File: src/rtl/irq_input_conditioner.sv
// Per-line interrupt pin conditioner: synchronize, normalize polarity, glitch-filter,
// then present as a level or as a stretched pulse, with a sticky overrun flag per line.
module irq_input_conditioner #(
  parameter int unsigned           INTR_WIDTH    = 8,
  parameter int unsigned           SYNC_STAGES   = 2,
  parameter int unsigned           FILTER_CYCLES = 4,
  parameter int unsigned           PULSE_CYCLES  = 1,
  parameter logic [INTR_WIDTH-1:0] EDGE_MASK     = {INTR_WIDTH{1'b1}},
  parameter logic [INTR_WIDTH-1:0] POLARITY_MASK = {INTR_WIDTH{1'b1}}
) (
  input  logic                  clk,
  input  logic                  reset,
  input  logic [INTR_WIDTH-1:0] irq_in,
  input  logic [INTR_WIDTH-1:0] overrun_clear,
  output logic [INTR_WIDTH-1:0] ext_intr,
  output logic [INTR_WIDTH-1:0] irq_filtered,
  output logic [INTR_WIDTH-1:0] irq_overrun
);

  localparam logic [7:0] FILT_LAST  = 8'(FILTER_CYCLES - 1);
  localparam logic [7:0] PULSE_LAST = 8'(PULSE_CYCLES - 1);

  for (genvar i = 0; i < INTR_WIDTH; i++) begin : g_line
    // Reset loads the inactive pin level so no false edge follows reset release.
    localparam logic INACTIVE = ~POLARITY_MASK[i];
    localparam logic IS_EDGE  = EDGE_MASK[i];

    logic [SYNC_STAGES-1:0] sync_r;
    logic [7:0]             cnt_r;
    logic [7:0]             stretch_r;
    logic                   filt_r;
    logic                   filt_d_r;
    logic                   ext_r;
    logic                   ovr_r;
    logic                   sample_s;
    logic                   rise_s;
    logic                   ovr_set_s;

    assign sample_s  = sync_r[SYNC_STAGES-1] ^ INACTIVE;
    assign rise_s    = filt_r & ~filt_d_r;
    assign ovr_set_s = IS_EDGE & rise_s & ext_r & (stretch_r != 8'd0);

    // Synchronizer, debounce filter, output shaping and overrun flag for this line.
    always_ff @(posedge clk) begin
      if (reset) begin
        sync_r    <= {SYNC_STAGES{INACTIVE}};
        cnt_r     <= 8'd0;
        filt_r    <= 1'b0;
        filt_d_r  <= 1'b0;
        stretch_r <= 8'd0;
        ext_r     <= 1'b0;
        ovr_r     <= 1'b0;
      end else begin
        sync_r   <= {sync_r[SYNC_STAGES-2:0], irq_in[i]};
        filt_d_r <= filt_r;

        if (sample_s == filt_r) begin
          cnt_r <= 8'd0;
        end else if (cnt_r == FILT_LAST) begin
          filt_r <= sample_s;
          cnt_r  <= 8'd0;
        end else begin
          cnt_r <= cnt_r + 8'd1;
        end

        if (!IS_EDGE) begin
          ext_r     <= filt_r;
          stretch_r <= 8'd0;
        end else if (rise_s) begin
          ext_r     <= 1'b1;
          stretch_r <= PULSE_LAST;
        end else if (stretch_r != 8'd0) begin
          ext_r     <= 1'b1;
          stretch_r <= stretch_r - 8'd1;
        end else begin
          ext_r     <= 1'b0;
          stretch_r <= 8'd0;
        end

        // A new rise in the same cycle as a clear keeps the flag set.
        if (ovr_set_s) begin
          ovr_r <= 1'b1;
        end else if (overrun_clear[i]) begin
          ovr_r <= 1'b0;
        end else begin
          ovr_r <= ovr_r;
        end
      end
    end

    assign ext_intr[i]     = ext_r;
    assign irq_filtered[i] = filt_r;
    assign irq_overrun[i]  = ovr_r;
  end

endmodule

File: config.mk
export PLATFORM = sky130hd
export DESIGN_NAME = irq_input_conditioner
export DESIGN_NICKNAME = d
export VERILOG_FILES = /design/src/rtl/irq_input_conditioner.sv
export SDC_FILE = /design/constraint.sdc
export NUM_CORES = 1
export LEC_CHECK = 0
export ABC_CLOCK_PERIOD_IN_PS = 1600
export CAP_MARGIN = 30
export CORE_MARGIN = 8
export CORE_UTILIZATION = 30
export DETAILED_ROUTE_END_ITERATION = 10
export PLACE_DENSITY = 0.55
export SYNTH_ARGS = -nofsm -noshare
export SYNTH_HDL_FRONTEND = slang
export SYNTH_SLANG_ARGS = --single-unit
File: constraint.sdc
create_clock -name clk -period 1.6 [get_ports clk]
set_input_delay 0.24 -clock clk [delete_from_list [all_inputs] [get_ports clk]]
set_output_delay 0.24 -clock clk [all_outputs]
set_load 0.005 [all_outputs]
; ---- After elaboration in Yosys (flattened, before gate mapping)
; Index checks and enable logic that the tools add are counted.
[totals]
reg_bits = 176
latchBits = 0
mem_bits_rw = 0
romBits = 0
inputBits = 18
output_inout_bits = 24
wordCells = 208
n_memories = 0
[classes]
n_addsub = 16
multipliers = 0
div = 0
n_lt_le_gt_ge = 0
eq_ne = 16
shift = 0
muxes = 32
bitwise = 48
n_reduce_logical = 40
[op_table]
columns = op, count
row1 = $add 8x1->8 const B, 8
row2 = $eq 8x2->1 const B, 8
row3 = $reduce_bool 8->1, 8
row4 = $sub 8x1->8 const B, 8
row5 = $reduce_or 3->1, 16
row6 = $mux 1, 32
row7 = $and 1x1->1, 24
row8 = $not 1->1, 24
row9 = $reduce_and 2->1, 8
row10 = $reduce_bool 2->1, 8
row11 = $eq 1x1->1, 8

; ---- Longest topological paths before layout
[depth]
word_depth = 5
ltp_mapped = 5
ltp_nobuf = 5

; ---- Least setup slack after synthesis
; No wires, ideal clock.
[synth_path]
path_type = flip-flop to flip-flop
from = register g_line[1].cnt_r[0]
to = register g_line[1].cnt_r[2]
setup_time_ns = 0.136
arrival_time_ns = 1.540
required_time_ns = 1.464
slack_ns = -0.076
path_stages_with_launch = 5
path_buffers = 0
period_less_slack_ns = 1.676
cell_sequence = dfxtp_1 -> ha_1 -> or4b_1 -> o211ai_1 -> nor2_1
[synth_via]
elab_chain_cells = 2
word_cells_on_any_way = 3
classes_between = 1 x add/sub / 1 x eq/ne / 1 x reduce/logical
[synth_lines]
columns = element, line_no
row1 = start: declaration, 29  ; logic [7:0] cnt_r;
row2 = start signal: assignment, 63  ; cnt_r <= cnt_r + 8'd1;
row3 = branches (longest 2 deep; another with $add 8x1->8), -
; Parallel ways; which one is timed is not known.
; A chain may end at the register's enable or synchronous reset.

; ---- Worst setup path after layout
[layout_path]
from = register g_line[6].stretch_r[1]
to = register g_line[6].stretch_r[7]
[layout_via]
elab_chain_cells = 3
word_cells_on_any_way = 4
classes_between = 1 x add/sub / 1 x bitwise / 2 x reduce/logical
[layout_lines]
columns = element, line_no
row1 = start: declaration, 30  ; logic [7:0] stretch_r;
row2 = start signal: assignment, 74  ; stretch_r <= stretch_r - 8'd1;
row3 = branches (longest 3 deep; another with $sub 8x1->8), -
; Parallel ways; which one is timed is not known.

==> flow_summary.yaml <==
status:
  status: "finished, final reports clean"
pwr:
  p_total_mw: 8.59
  vdd_ir_drop_max_mv: 0.600
  power.density_nw_per_um2: 929
  leakagePower_nw: 3.54
place:
  gp_congestion: 0.745
  dp_hpwl_um: 9570
  placed_cell_area_sq_um: 8490
  portBuffers: 41
cells_and_area:
  drive_gt1_share_pct: 18.5
  fin_nets: 936
  post-route-util_pct: 38.1
  final_cell_area_sq_um: 9250
  area_delta_synth_final_pct: 25.5
  n_antenna_cell: 0
die:
  dieWidth_um: 173
  initial_utilization_pct: 30.4
  fp-row-count: 57
  core_sq_um: 24200
  die_h_um: 173
  pin_count: 42
  die_area_sq_um: 29800
routing:
  drt-vias-per-instance: 4.61
  dr.pass1.iters: 4
  drt_iter0_drc: 317
  ant_nets: 0
  route.detailed.drc: 0
  totalWireLength_um: 14000
  vias: 5679
  wl_per_cell_um: 11.4
critical_path:
  crit_chain: "buf_6, or4_4, or4_4, a21oi_2"
  worstPathRequired_ps: 1950
  critPathCaptureType: "flop"
  path_class: "reg -> reg"
  crit_slowest_cell: "or4_4"
  crit_path_max_incr_delay_ps: 520
  rrSetupSlack_ps: 50
  crit_family: "simple AND/OR/NAND/NOR gates"
  r2r_cells: 4
  cp_common_cell: "or4_4"
  reg2reg_from: "g_line[6].stretch_r[1]"
  worst_setup_path_start_kind: "flop"
  crit_arrival_ps: 1910
  r2r-end: "g_line[6].stretch_r[7]"
  path_buf_inv: 1
  worstPathMaxFanout: 3
yosys:
  yosys_warnings: 0
  yosysSeqAreaShare_pct: 47.8
  synth_area_per_cell_sq_um: 9.16
  ys_ff_latch: 176
  syn_inst: 804
  synth_edf_count: 0
  netlist-cell-type-count: 38
  ys_async_sr_fraction_pct: 0
  syn_area_sq_um: 7370
  synth_fp_nets: 846
  synth-main-ff-cell: "dfxtp_1"
timing:
  finalHoldViolCount: 0
  finalCritPeriodShare_pct: 97.2
  maxSlewViolCount: 0
  max_freq_mhz: 643
  finalSetupViolations: 0
  relSlewSlack_pct: 75.2
  skew_ps: 16.5
  worstMarginPinSlew_ps: 370
  period_minus_slack_ps: 1550
  rsz0062_at_grt: "true"
global_route:
  grt_overflow: 0
  grt_use_total_pct: 9.62
  grt_max_degree: 56
  grt_pass1_vias: 5294
  antenna_found_initial: 0
  grt_first_pass_wirelength_um: 24500
hold_path:
  min_to: "g_line[1].filt_d_r"
  min_path_cells: 3
  worstHoldPathType: "in -> reg"
  hp-start: "reset"
cts:
  cts_tree: "yes"
  cts_sinks: 176
  h-tree-depth: 4
  clockRootBuffer: "clkbuf_16"
  cts.path.max_buffers: 2
  worstSkewPairLatency_ps: 430
  cts_buffers: 17
  clkTransAtPathRegs_ps: 70
job:
  drv_cap: 0
## metal layers
layer	wire length [um]	up-vias	share of wire, %	GRT usage, %
li1	-	3015	-	-
met1	7040	2600	50	12.4
met2	6360	55	45	14.9
met3	449	9	3.2	2.61
met4	156	0	1.1	4.02
met5	0	-	0	0
## state kept, by name, indices dropped and copies added (netlist names)
signal,count
g_line.cnt_r,64
g_line.ext_r,8
g_line.filt_d_r,8
g_line.filt_r,8
g_line.ovr_r,8
g_line.stretch_r,64
g_line.sync_r,16
## worst max path at each step
stage	start	to	slack, ps	cells past startpoint
final	g_line[6].stretch_r[1]	g_line[6].stretch_r[7]	50	4
after global routing	g_line[0].cnt_r[0]	g_line[0].cnt_r[4]	-40	5
after CTS	g_line[7].filt_r	irq_filtered[7]	6	1
after detailed placement	g_line[3].stretch_r[0]	g_line[3].ext_r	-50	5
after global placement	g_line[3].stretch_r[0]	g_line[3].ext_r	-20	5
after floorplan	g_line[2].cnt_r[1]	g_line[2].cnt_r[2]	2	4
## synthesized netlist by cell type, types with 10 or more instances
master    number  share of area, %
inv_1         50               2.5
or4_1         20               2.0
nand2_1       29               1.5
nand3_1       36               2.4
clkbuf_1      10              0.51
o21ai_0       47               3.2
o211ai_1      10               1.0
nor2_1        77               3.9
xnor2_1       21               2.5
or3_1         46               3.9
a21oi_1       66               4.5
ha_1          24               4.1
o31ai_1       11               1.1
xor2_1        25               3.0
nor2b_1       25               2.1
dfxtp_1      176                48
nor3_1        18               1.2
buf_4         24               2.4
nand2b_1      17               1.4
## through the flow
step           setup TNS, ps  hold WS [ps]  cells  setup WS, ps
2_1_floorplan              0           368    804          1.76
3_3_place_gp           -24.7           416   1194         -17.9
3_5_place_dp            -263           423   1194         -54.7
4_1_cts                    0           293   1226          5.67
5_1_grt                 -266           306   1231         -43.0
6_report                   0           312   1231          45.5
## cells by family after synthesis
kind of cell / Yosys count / synth area share (%)
AND/OR/NAND/NOR: 314 / 23.7
flip-flops: 176 / 47.8
AO/OA/AOI/OAI: 155 / 12.9
buffers and inverters: 85 / 5.57
XOR/XNOR: 46 / 5.47
adder cells (fa/ha/maj): 24 / 4.08
multiplexers: 4 / 0.543
## cell type report
| cell class | instances | area (sq um) |
|---|---|---|
| clock buffers | 19 | 443 |
| inverters | 50 | 188 |
| fillers | 2454 | 15000 |
| multi-input cells | 543 | 3600 |
| clock inverters | 13 | 126 |
| flip-flops and latches | 176 | 3560 |
| well taps | 324 | 405 |
| repair buffers | 106 | 921 |
## tightest hold or removal path, stage by stage
cell and delay, ps:
buf_2 120, buf_12 200, nor2b_1 130
## placed cells by master (no fill, tap or decap), types with 4 or more instances in the layout
cell and n:
dfxtp_1 157, nor2_1 75, buf_4 62, a21oi_1 60, inv_1 48, o21ai_0 47
or3_1 43, nand3_1 36, clkdlybuf4s50_1 36, nand2_1 29, xor2_1 25, nor2b_1 25
xnor2_1 21, ha_1 18, nand2b_1 17, nor3_1 17, clkbuf_16 17, dfxtp_2 14
or4_1 13, o31ai_1 11, o211ai_1 10, or4_4 9, nand4b_1 8, or4b_4 8
nand4_1 8, o41ai_1 8, inv_6 7, o2111ai_1 6, a21oi_2 6, nor3b_1 5
nor4_1 5, dfxtp_4 5, or3b_2 4, mux2i_1 4, ha_2 4
## power by group
group | leakage [nW] | switching (mW) | total [mW] | internal [mW]
logic | 1.83 | 0.0917 | 0.172 | 0.0804
registers | 1.43 | 0.0121 | 4.41 | 4.40
clock network | 0.280 | 1.79 | 4.01 | 2.22
## what timing repair did
item,in CTS,in global routing
endpoints found under the setup margin,19,56
hold buffers,0,0
pin swaps,1,9
buffers inserted,0,5
resized for setup,16,38
No activity file was read; power rests on OpenSTA's default activity.
